$ cat config.mk
export PLATFORM = sky130hd
export DESIGN_NAME = b002_frame_packer
export DESIGN_NICKNAME = d
export VERILOG_FILES = /design/src/rtl/b002_frame_packer.sv
export SDC_FILE = /design/constraint.sdc
export NUM_CORES = 1
export LEC_CHECK = 0
export BUFFER_PORTS_ARGS = -buffer_cell sky130_fd_sc_hd__buf_4
export CAP_MARGIN = 20
export CORE_MARGIN = 8
export CORE_UTILIZATION = 58
export CTS_CLUSTER_DIAMETER = 50
export DETAILED_ROUTE_END_ITERATION = 12
export PLACE_DENSITY = 0.78
export SLEW_MARGIN = 40
export SYNTH_ARGS = -nofsm -noshare
export SYNTH_HDL_FRONTEND = slang
export SYNTH_SLANG_ARGS = --single-unit
export TNS_END_PERCENT = 30
$ cat constraint.sdc
create_clock -name clk_50MHz -period 2.3 [get_ports clk_50MHz]
set_input_delay 0.46 -clock clk_50MHz [delete_from_list [all_inputs] [get_ports clk_50MHz]]
set_output_delay 0.46 -clock clk_50MHz [all_outputs]
set_load 0.05 [all_outputs]
$ cat src/rtl/b002_frame_packer.sv
// b002_frame_packer: serializes one 164-bit IRIG-B002 frame ({sync_edge, irig_bits})
// per input beat into a 7-word, 32-bit AXI-stream packet. One active plus one pending
// frame slot; frames arriving while the pending slot is full are counted as drops.
module b002_frame_packer #(
  parameter logic [15:0] MAGIC      = 16'hB002,
  parameter int unsigned SEQ_WIDTH  = 8,
  parameter int unsigned DROP_WIDTH = 8
) (
  input  logic         clk_50MHz,
  input  logic         resetn,
  input  logic [163:0] s_axis_tdata,
  input  logic         s_axis_tvalid,
  output logic         s_axis_tready,
  input  logic         s_axis_tlast,
  output logic [31:0]  m_axis_tdata,
  output logic         m_axis_tvalid,
  input  logic         m_axis_tready,
  output logic         m_axis_tlast
);

  typedef enum logic [0:0] {StIdle, StSend} state_e;

  state_e                  state_q, state_d;
  logic [2:0]              idx_q, idx_d;
  logic [163:0]            pend_data_q, pend_data_d;
  logic                    pend_valid_q, pend_valid_d;
  logic [163:0]            act_data_q, act_data_d;
  logic [SEQ_WIDTH-1:0]    seq_q, seq_d, seq_inc;
  logic [DROP_WIDTH-1:0]   drops_q, drops_d;
  logic [31:0]             tdata_q, tdata_d;
  logic                    tvalid_q, tvalid_d;
  logic                    tlast_q, tlast_d;
  logic                    accept, drop, hs, w0_hs, load;
  logic                    unused_tlast;

  // Every input beat carries a whole frame, so the input tlast carries no information.
  assign unused_tlast = s_axis_tlast;

  assign s_axis_tready = ~pend_valid_q;
  assign m_axis_tdata  = tdata_q;
  assign m_axis_tvalid = tvalid_q;
  assign m_axis_tlast  = tlast_q;

  assign accept  = s_axis_tvalid & ~pend_valid_q;
  assign drop    = s_axis_tvalid & pend_valid_q;
  assign hs      = tvalid_q & m_axis_tready;
  assign w0_hs   = hs & (state_q == StSend) & (idx_q == 3'd0);
  assign seq_inc = seq_q + SEQ_WIDTH'(1);

  // Payload words W1..W6 of the active frame; W0 (header) is built separately.
  function automatic logic [31:0] frame_word(input logic [163:0] f, input logic [2:0] idx);
    logic [31:0] w;
    case (idx)
      3'd1:    w = f[131:100];
      3'd2:    w = f[163:132];
      3'd3:    w = f[31:0];
      3'd4:    w = f[63:32];
      3'd5:    w = f[95:64];
      3'd6:    w = {28'h0, f[99:96]};
      default: w = 32'h0;
    endcase
    return w;
  endfunction

  // Packet FSM: header load, word stepping on handshake, back-to-back reload.
  always_comb begin
    state_d    = state_q;
    idx_d      = idx_q;
    act_data_d = act_data_q;
    seq_d      = seq_q;
    tdata_d    = tdata_q;
    tvalid_d   = tvalid_q;
    tlast_d    = tlast_q;
    load       = 1'b0;
    unique case (state_q)
      StIdle: begin
        if (pend_valid_q) begin
          load       = 1'b1;
          act_data_d = pend_data_q;
          tdata_d    = {MAGIC, seq_q, drops_q};
          tvalid_d   = 1'b1;
          tlast_d    = 1'b0;
          idx_d      = 3'd0;
          state_d    = StSend;
        end
      end
      StSend: begin
        if (hs) begin
          if (idx_q == 3'd6) begin
            seq_d = seq_inc;
            if (pend_valid_q) begin
              // Next header goes out on the following cycle with no bubble.
              load       = 1'b1;
              act_data_d = pend_data_q;
              tdata_d    = {MAGIC, seq_inc, drops_q};
              tlast_d    = 1'b0;
              idx_d      = 3'd0;
            end else begin
              tdata_d  = 32'h0;
              tvalid_d = 1'b0;
              tlast_d  = 1'b0;
              idx_d    = 3'd0;
              state_d  = StIdle;
            end
          end else begin
            idx_d   = idx_q + 3'd1;
            tdata_d = frame_word(act_data_q, idx_q + 3'd1);
            tlast_d = (idx_q == 3'd5);
          end
        end
      end
      default: state_d = StIdle;
    endcase
  end

  // Pending slot and saturating drop counter; a drop coinciding with the header
  // handshake restarts the count at one.
  always_comb begin
    pend_valid_d = pend_valid_q;
    pend_data_d  = pend_data_q;
    drops_d      = drops_q;
    if (accept) begin
      pend_valid_d = 1'b1;
      pend_data_d  = s_axis_tdata;
    end else if (load) begin
      pend_valid_d = 1'b0;
    end
    if (w0_hs) begin
      drops_d = drop ? DROP_WIDTH'(1) : '0;
    end else if (drop && (drops_q != {DROP_WIDTH{1'b1}})) begin
      drops_d = drops_q + DROP_WIDTH'(1);
    end
  end

  // State registers; reset discards both frames and any partial packet.
  always_ff @(posedge clk_50MHz or negedge resetn) begin
    if (!resetn) begin
      state_q      <= StIdle;
      idx_q        <= 3'd0;
      pend_valid_q <= 1'b0;
      pend_data_q  <= '0;
      act_data_q   <= '0;
      seq_q        <= '0;
      drops_q      <= '0;
      tdata_q      <= 32'h0;
      tvalid_q     <= 1'b0;
      tlast_q      <= 1'b0;
    end else begin
      state_q      <= state_d;
      idx_q        <= idx_d;
      pend_valid_q <= pend_valid_d;
      pend_data_q  <= pend_data_d;
      act_data_q   <= act_data_d;
      seq_q        <= seq_d;
      drops_q      <= drops_d;
      tdata_q      <= tdata_d;
      tvalid_q     <= tvalid_d;
      tlast_q      <= tlast_d;
    end
  end

endmodule

==> results of run 1 <==
-- path summary, 6_finish.rpt --
path / from / end
hold reg to reg: act_data_q[113] / act_data_q[113]
min in group asynchronous: resetn / pend_data_q[39]
hold / removal: s_axis_tdata[37] / pend_data_q[37]
max in group asynchronous: resetn / act_data_q[99]
setup reg to reg: idx_q[0] / act_data_q[122]
setup / recovery: pend_valid_q / s_axis_tready
-- per-stage QoR --
step	std cells	hold slack [ns]	power [mW]	instance area [µm²]	setup WS, ns
after global routing	1684	0.154	17.6	19300	0.0782
after global placement	1612	0.439	10.3	17900	0.301
after CTS	1684	0.158	17.1	19300	0.148
final	1684	0.169	16.9	19300	0.138
after detailed placement	1612	0.439	10.4	17900	0.274
after floorplan	1108	0.164	9.62	16000	0.334
-- what timing repair did --
action / CTS / global route
hold endpoints to repair: 49 / 0
buffers inserted: 0 / 0
resized for setup: 0 / 0
hold buffers: 1 / 0
-- report_power, final --
| group | internal [mW] | switching [mW] | leakage (nW) |
|---|---|---|---|
| logic | 1.13 | 0.592 | 3.46 |
| clock network | 4.02 | 2.59 | 0.664 |
| registers | 7.91 | 0.667 | 4.94 |
| total | 13.1 | 3.85 | 9.07 |
-- critical path, stage by stage, from the launching register on --
cell      delay, ns
dfrtp_1        0.53
clkinv_1       0.35
buf_4          0.30
-- layout make-up --
type | count | area share (%)
clock buffers | 58 | 6.12
clock inverters | 13 | 0.940
inverters | 7 | 0.136
multi-input cells | 646 | 30.9
flip-flops and latches | 383 | 49.7
well taps | 341 | 2.21
repair buffers | 236 | 10.0
-- cell usage after synthesis, types with 2 or more instances --
cell type,instances,area [µm²]
o32ai_1,6,52.6
inv_1,6,22.5
o221a_2,2,22.5
buf_6,14,158
o21a_1,2,15.0
nand4_1,4,25.0
nor3_1,6,30.0
xor2_1,10,87.6
mux2i_1,33,330
buf_4,5,37.5
o31ai_1,2,15.0
nand2b_1,8,50.1
ha_1,2,25.0
a31oi_1,6,37.5
o22ai_1,3,18.8
a22oi_1,26,195
mux2_1,136,1530
a211oi_1,6,45.0
and3_1,4,25.0
a221o_1,9,90.1
o32a_1,4,40.0
xnor2_1,5,43.8
mux4_2,2,45.0
and2_1,3,18.8
o221ai_1,5,43.8
nor2b_1,5,31.3
buf_1,3,11.3
o21ai_0,26,130
dfrtp_1,383,9580
mux2_2,204,2300
clkbuf_1,16,60.1
a21oi_1,22,110
a22o_1,12,105
nand3_1,13,65.1
buf_2,34,170
or2_2,4,25.0
nor2_1,28,105
o22a_1,4,35.0
nor3b_1,4,30.0
nand2_1,26,97.6
o211ai_1,3,22.5
-- kinds of logic (layout without fill, tap and decap cells) --
kind of cell / after synthesis / after routing
buf+inv: 79 / 314
fa+ha+maj: 2 / 2
compound gates: 142 / 142
xor+xnor: 15 / 15
flops: 383 / 383
simple gates: 112 / 112
mux: 375 / 375
-- metal layers --
metal,global-route usage (%),up-vias,part of all wire (%)
met1,28.2,5087,42
li1,-,4443,-
met5,0,-,0
met4,5.35,0,1.9
met3,5.24,61,6.3
met2,37.2,260,50
-- flip-flops by register name, summed over array words and instances, names as in the netlist --
| signal | count |
|---|---|
| pend_data_q | 164 |
| m_axis_tdata | 32 |
| drops_q | 8 |
| pend_valid_q | 1 |
| m_axis_tlast | 1 |
| act_data_q | 164 |
| idx_q | 3 |
| m_axis_tvalid | 1 |
| state_q | 1 |
| seq_q | 8 |
==> summary.txt, run 1 <==
CTS buffer count: 40
post-route ant nets: 0
CTS tree: done
adder and majority gate portion of the synthesized area: 0.156%
sum of negative setup slack: 0 ns
Die Footprint: 33100 µm²
class of the tightest hold or removal check: primary input to register
final worst-path cycle share: 94.0%
share of layout cells above drive strength 1: 38.8%
Leak: 9.07 nW
top-level port count: 204
instance count along the most critical hold path: 2
global route total overflow: 0
n_diodes: 0
arrival time at the worst endpoint: 1.70 ns
headroom to the max-slew limit: 52.0%
layout net count: 1485
synthesized area per cell: 14.4 µm²
endpoint type of the worst setup path: output port
Filler Cell Count: 1853
number of DRC violations after detailed-routing iteration 0: 719
worst r2r path cells: 5
row count: 60
number of buffers between clock root and the deepest sink: 3
PD cells: 876 nW/µm²
hold violation total from the final report: 0
Cell variety after synth: 53
first-pass GRT wire length: 58500 µm
Overall Global Routing Usage: 21.9%
Clock Tree Root: clkbuf_16
Port Buffer Count: 202
worst vdd rail ir drop: 549 µV
main combinational cell family by area after synthesis: multiplexers
total area of multi-input combinational cells: 5960 µm²
CP max FO: 8
RePlAce Congestion: 0.814
vias in the first global route: 10.9k
CTS HTree Levels: 2
number of max-slew violations in the final report: 0
clock slew seen by the registers of the worst setup and hold paths: 0.06 ns
share of cell area taken by muxes after synthesis: 26.3%
portion of the post-synthesis area used by sequential elements: 59.9%
via count: 9851
area of the mapped netlist: 16000 µm²
clk sink count: 383
data required time at the worst endpoint: 1.84 ns
cells after synthesis: 1108
commonest non-fill, non-tap cell in the layout: dfrtp_1
Finish-stage setup viols: 0
Synthesized Nets: 1279
simple-gate portion of the synthesized area: 3.57%
drc violations: 0
share of the synthesized area in compound gates (AO/OA/AOI/OAI): 6.36%
wirelength, routed: 36200 µm
startpoint type of the worst setup path: register
outcome: finished clean
RSZ-0062 raised after global routing: no
Yosys warning total: 0
maximum achievable frequency: 462 MHz
area grow syn2layout: 20.6%
worst skew pair latency: 0.52 ns
core area: 27000 µm²
Worst Tran Pin Value: 0.718 ns
predominant post-synthesis flop cell: dfrtp_1
total of flip-flops plus latches after synthesis: 383
class of the most critical setup path: register to output port
asr flop ratio synth: 100%
routed wirelength normalized by instance count: 21.5 µm
die boundary height: 182 µm
router iterations before antenna repair: 5
number of synthesized flops with an enable pin: 0
horizontal extent of the die: 182 µm
largest net degree at the start of global routing: 80
initial core utilization: 59.2%
xor and xnor fraction of the mapped netlist area: 0.821%
DPL Wire Length: 24800 µm
number of antenna violations at the first check in global routing: 0
commonest non-fill, non-tap cells in the layout: dfrtp_1, buf_4, mux2_2, mux2_1, clkbuf_16
max capacitance violation total: 0
clock skew: 0.0171 ns
post-layout min period: 2.16 ns
FF-to-FF setup slack: 0.27 ns
register area: 9590 µm²
final core occ: 71.4%
routed via count divided by cell count: 5.85
(Power assumes the default switching activity.)
==> inputs of run 2 (changes only) <==
Clock period 2.3 ns to 2.2 ns, I/O delays scaled along.
==> run 2 against run 1 <==
  * Wire length fell by 0.13%
  * First-iteration DRC count fell by 0.83%
  * Worst hold slack got worse by 0.028 ns
  * Critical path depth rose by 2
  * Non-clock buffer count rose by 5
  * Critical path type is now register to register
  * Largest power group unchanged
  * Global-route usage barely moved
==> summary.txt, run 2 (synthesis gave the netlist of run 1 again) <==
clk sink count: 383
switching share of power: 22.6%
endpoint type of the worst setup path: register
router iterations before antenna repair: 6
RePlAce Congestion: 0.832
clock slew seen by the registers of the worst setup and hold paths: 0.06 ns
final worst-path cycle share: 92.4%
top-level port count: 204
sum of negative setup slack: 0 ns
commonest non-fill, non-tap cells in the layout: dfrtp_1, buf_4, mux2_2, mux2_1, clkbuf_16
CTS HTree Levels: 2
area grow syn2layout: 21.4%
arrival time at the worst endpoint: 2.42 ns
cell-internal power: 13.8 mW
placed inst area: 18000 µm²
initial core utilization: 59.2%
max capacitance violation total: 0
Finish-stage setup viols: 0
number of buffers between clock root and the deepest sink: 3
first-pass GRT wire length: 58400 µm
outcome: finished clean
share of layout cells above drive strength 1: 39.4%
post-CTS setup buffers: 0
maximum achievable frequency: 492 MHz
DPL Wire Length: 24600 µm
wirelength, routed: 36200 µm
Die Footprint: 33100 µm²
drc violations: 0
via count: 9811
headroom to the max-slew limit: 53.8%
number of max-slew violations in the final report: 0
layout net count: 1491
switching component of the power: 4.05 mW
number of DRC violations after detailed-routing iteration 0: 713
share of total power in the clock network: 39.8%
RSZ-0062 raised after global routing: no
Port Buffer Count: 202
post-route ant nets: 0
Top delay family on crit path: flip-flops
routed via count divided by cell count: 5.80
CTS tree: done
data required time at the worst endpoint: 2.59 ns
hold violation total from the final report: 0
largest net degree at the start of global routing: 83
row count: 60
global route total overflow: 0
critical-path cell list: nand2b_1, a22oi_2, buf_12, mux2_1
startpoint type of the worst setup path: register
Filler Cell Count: 1787
CTS buffer count: 41
CP max FO: 82
Worst Tran Pin Value: 0.691 ns
buffer and inverter count on the worst path: 1
commonest non-fill, non-tap cell in the layout: dfrtp_1
Design Area, Final: 19400 µm²
Crit path largest cell delay: 0.56 ns
Max stage delay cell, worst path: dfrtp_1
core area: 27000 µm²
worst vdd rail ir drop: 669 µV
part of the power in registers: 50.2%
clock skew: 0.0165 ns
Clock Tree Root: clkbuf_16
worst skew pair latency: 0.53 ns
horizontal extent of the die: 182 µm
die boundary height: 182 µm
Overall Global Routing Usage: 22.0%
routed wirelength normalized by instance count: 21.4 µm
class of the tightest hold or removal check: primary input to register
number of antenna violations at the first check in global routing: 1
post-layout min period: 2.03 ns
Leak: 9.14 nW
PD cells: 921 nW/µm²
Logic pwr share: 10.0%
vias in the first global route: 10.6k
class of the most critical setup path: register to register
==> run 2: path summary, 6_finish.rpt <==
| check | start | to | slack (ns) | cells after the start |
|---|---|---|---|---|
| setup reg to reg | pend_valid_q | act_data_q[61] | 0.17 | 4 |
| max in group asynchronous | resetn | idx_q[1] | 1.05 | 3 |
| setup / recovery | pend_valid_q | act_data_q[61] | 0.17 | 4 |
| hold reg to reg | pend_data_q[69] | act_data_q[69] | 0.48 | 1 |
| min in group asynchronous | resetn | pend_data_q[5] | 0.44 | 2 |
| hold / removal | s_axis_tdata[64] | pend_data_q[64] | 0.14 | 2 |
==> run 2: power by group through the flow <==
stage | Sequential, mW | Combinational, mW | Clock [mW]
after global placement | 9.03 | 1.73 | 0
after detailed placement | 9.09 | 1.80 | 0
after floorplan | 8.81 | 1.25 | 0
after CTS | 8.98 | 1.82 | 7.26
after global routing | 9.13 | 1.97 | 7.53
final | 8.97 | 1.79 | 7.12
==> run 2: final cells by class <==
| cell class | count | area [µm²] | share of cell area [%] |
|---|---|---|---|
| flip-flops and latches | 383 | 9590 | 49.4 |
| clock buffers | 56 | 1190 | 6.14 |
| multi-input cells | 646 | 5960 | 30.7 |
| clock inverters | 17 | 226 | 1.17 |
| well taps | 341 | 427 | 2.20 |
| diodes | 1 | 2.50 | 0.0129 |
| inverters | 7 | 26.3 | 0.135 |
| repair buffers | 241 | 1990 | 10.3 |
==> run 2: per-stage QoR <==
step           power [mW]  worst slack, ns  util, %  cells  hold slack [ns]
6_report             17.9            0.167     71.8   1692            0.141
5_1_grt              18.6            0.130     71.8   1692            0.131
4_1_cts              18.1            0.189     71.8   1691            0.127
3_5_place_dp         10.9            0.227     66.6   1617            0.389
3_3_place_gp         10.8            0.274     66.6   1617            0.387
2_1_floorplan        10.1            0.234        -   1108            0.144
==> run 2: what timing repair did <==
action | CTS | global route
hold endpoints to repair | 40 | 0
resized for setup | 0 | 0
hold buffers | 1 | 0
==> run 2: layer usage <==
metal  wire (µm)  track usage (%)  vias up
met4         892             6.53        2
met5          54             1.23        -
met2       17700             36.8      305
met1       15100             28.0     4990
li1            -                -     4450
met3        2460             5.34       64
==> run 2: worst reg2reg max path, delay by kind of cell, from the launching register on <==
kind | cells | cell delay, ns
muxes | 1 | 0.52
AOI/OAI and AO/OA | 1 | 0.29
buffers and inverters | 1 | 0.36
and+or+nand+nor | 1 | 0.18
DFF | 1 | 0.56
==> inputs of run 3 (changes only) <==
Settings changed: CORE_UTILIZATION 58 to 52, PLACE_DENSITY 0.78 to 0.74.
Clock period 2.2 ns to 1.8 ns, I/O delays scaled along.
==> run 3 against run 2 <==
  * Combinational power is 25% higher
  * Clock skew down 0.0053 ns
  * Sequential share of layout area shrank 2.0 points
  * Global-route usage decreased by 1.5 points
  * Non-clock buffer count up 41
  * Wire length rose by 5.8%
  * Critical path type unchanged
  * Critical endpoint is now act_data_q[72]
==> summary.txt, run 3 (synthesis gave the netlist of run 1 again) <==
outcome: finished clean
final standard cell count with taps included and fillers excluded: 1795
PD cells: 1100 nW/µm²
area grow syn2layout: 26.7%
vias in the first global route: 10.7k
final core occ: 66.6%
drc violations: 0
number of buffers between clock root and the deepest sink: 3
post-layout min period: 1.78 ns
CTS tree: done
start point of the worst hold path: s_axis_tdata[130]
endpoint type of the worst setup path: register
layout net count: 1534
via count: 10.0k
first-pass GRT wire length: 59900 µm
number of DRC violations after detailed-routing iteration 0: 548
global route total overflow: 0
Port Buffer Count: 202
routed via count divided by cell count: 5.60
Die Footprint: 36600 µm²
Max stage delay cell, worst path: dfrtp_1
hold violation total from the final report: 0
DP Cell Count: 1699
Worst Tran Pin Value: 0.815 ns
maximum achievable frequency: 561 MHz
r2r startpoint: state_q
commonest non-fill, non-tap cells in the layout: dfrtp_1, buf_4, mux2_2, mux2_1, clkbuf_16
reg-to-reg critical path endpoint: act_data_q[72]
share of layout cells above drive strength 1: 41.7%
Design Area, Final: 20300 µm²
CTS buffer count: 43
startpoint type of the worst setup path: register
horizontal extent of the die: 191 µm
Overall Global Routing Usage: 20.5%
placed inst area: 18400 µm²
wirelength, routed: 38300 µm
CTS HTree Levels: 2
RSZ-0062 raised after global routing: yes
initial core utilization: 52.6%
CP max FO: 10
worst r2r path cells: 6
critical-path cell list: nand2b_1, a22oi_2, buf_6, buf_12, clkbuf_16, mux2_1
row count: 64
commonest non-fill, non-tap cell in the layout: dfrtp_1
data required time at the worst endpoint: 2.20 ns
clock slew seen by the registers of the worst setup and hold paths: 0.07 ns
clk sink count: 383
top-level port count: 204
largest net degree at the start of global routing: 72
core area: 30400 µm²
worst skew pair latency: 0.52 ns
Clock Tree Root: clkbuf_16
FF-to-FF setup slack: 0.02 ns
number of max-slew violations in the final report: 0
class of the tightest hold or removal check: primary input to register
routed wirelength normalized by instance count: 21.3 µm
clock skew: 0.0111 ns
number of antenna violations at the first check in global routing: 2
RePlAce Congestion: 0.807
worst vdd rail ir drop: 867 µV
hold worst-path end: pend_data_q[130]
headroom to the max-slew limit: 45.5%
DPL Wire Length: 26100 µm
max capacitance violation total: 0
Setup WS pre-CTS: -0.0643 ns
die boundary height: 191 µm
instance count along the most critical hold path: 2
router iterations before antenna repair: 5
class of the most critical setup path: register to register
Crit path largest cell delay: 0.41 ns
final worst-path cycle share: 99.1%
post-route ant nets: 0
arrival time at the worst endpoint: 2.18 ns
Leak: 9.49 nW
worst setup slack after layout: 0.0162 ns
Finish-stage setup viols: 0
-- run 3: cell count changes in the layout (fill, tap and decap cells not counted), sizes merged --
cell and change:
diode +1, buf +32, clkinvlp -1, clkinv +4, inv -1, clkbuf +13
-- run 3: repair_timing --
item                       4_1_cts  5_1_grt
hold buffers                     1        0
resized for setup                3       17
hold endpoints to repair        29        0
setup endpoints to repair        5      137
gates cloned                     0       11
buffers inserted                 0        3
pin swaps                        0        1
-- run 3: worst max-delay path by stage --
stage	from	endpoint	slack, ns
global route	state_q	act_data_q[73]	-0.03
floorplan	m_axis_tvalid	act_data_q[100]	0.02
finish	state_q	act_data_q[72]	0.02
global placement	state_q	seq_q[7]	0.02
CTS	idx_q[0]	act_data_q[129]	-0.001
detailed placement	state_q	seq_q[6]	-0.06
-- run 3: metrics by stage --
stage / setup TNS (ns) / hold slack (ns) / total power [mW]
after floorplan: 0 / 0.0644 / 12.3
after CTS: -0.000965 / 0.0458 / 22.5
final: 0 / 0.0653 / 22.3
after detailed placement: -0.0643 / 0.271 / 13.4
after global placement: 0 / 0.271 / 13.2
after global routing: -0.833 / 0.0491 / 23.3
-- run 3: metal layers --
layer  vias to the layer above  routed length (µm)  track usage (%)
li1                       4570                   -                -
met1                      5145               16100             27.1
met2                       268               18900             33.4
met3                        60                2520             4.76
met4                         2                 737             6.39
met5                         -                  13                0
-- run 3: final cells by class --
type | instances | area [µm²]
fill | 2185 | 10200
clock inverter | 19 | 240
tap | 396 | 495
antenna | 2 | 5.00
clock buffer | 60 | 1250
sequential | 383 | 9590
timing repair buffer | 282 | 2660
inverter | 7 | 27.5
multi-input combinational | 646 | 5990
-- run 3: report_power, final --
group          internal [mW]  switching, mW  leakage (nW)
combinational           1.48          0.756          3.81
clock                   5.60           3.45         0.739
sequential              10.1          0.879          4.94
total                   17.2           5.09          9.49
-- run 3: critical path: cells and delay by family, from the launching register on --
| family | cells | cell delay, ns |
|---|---|---|
| buffers and inverters | 3 | 0.52 |
| multiplexers | 1 | 0.33 |
| AO/OA/AOI/OAI | 1 | 0.21 |
| AND/OR/NAND/NOR | 1 | 0.19 |
| flip-flops | 1 | 0.41 |
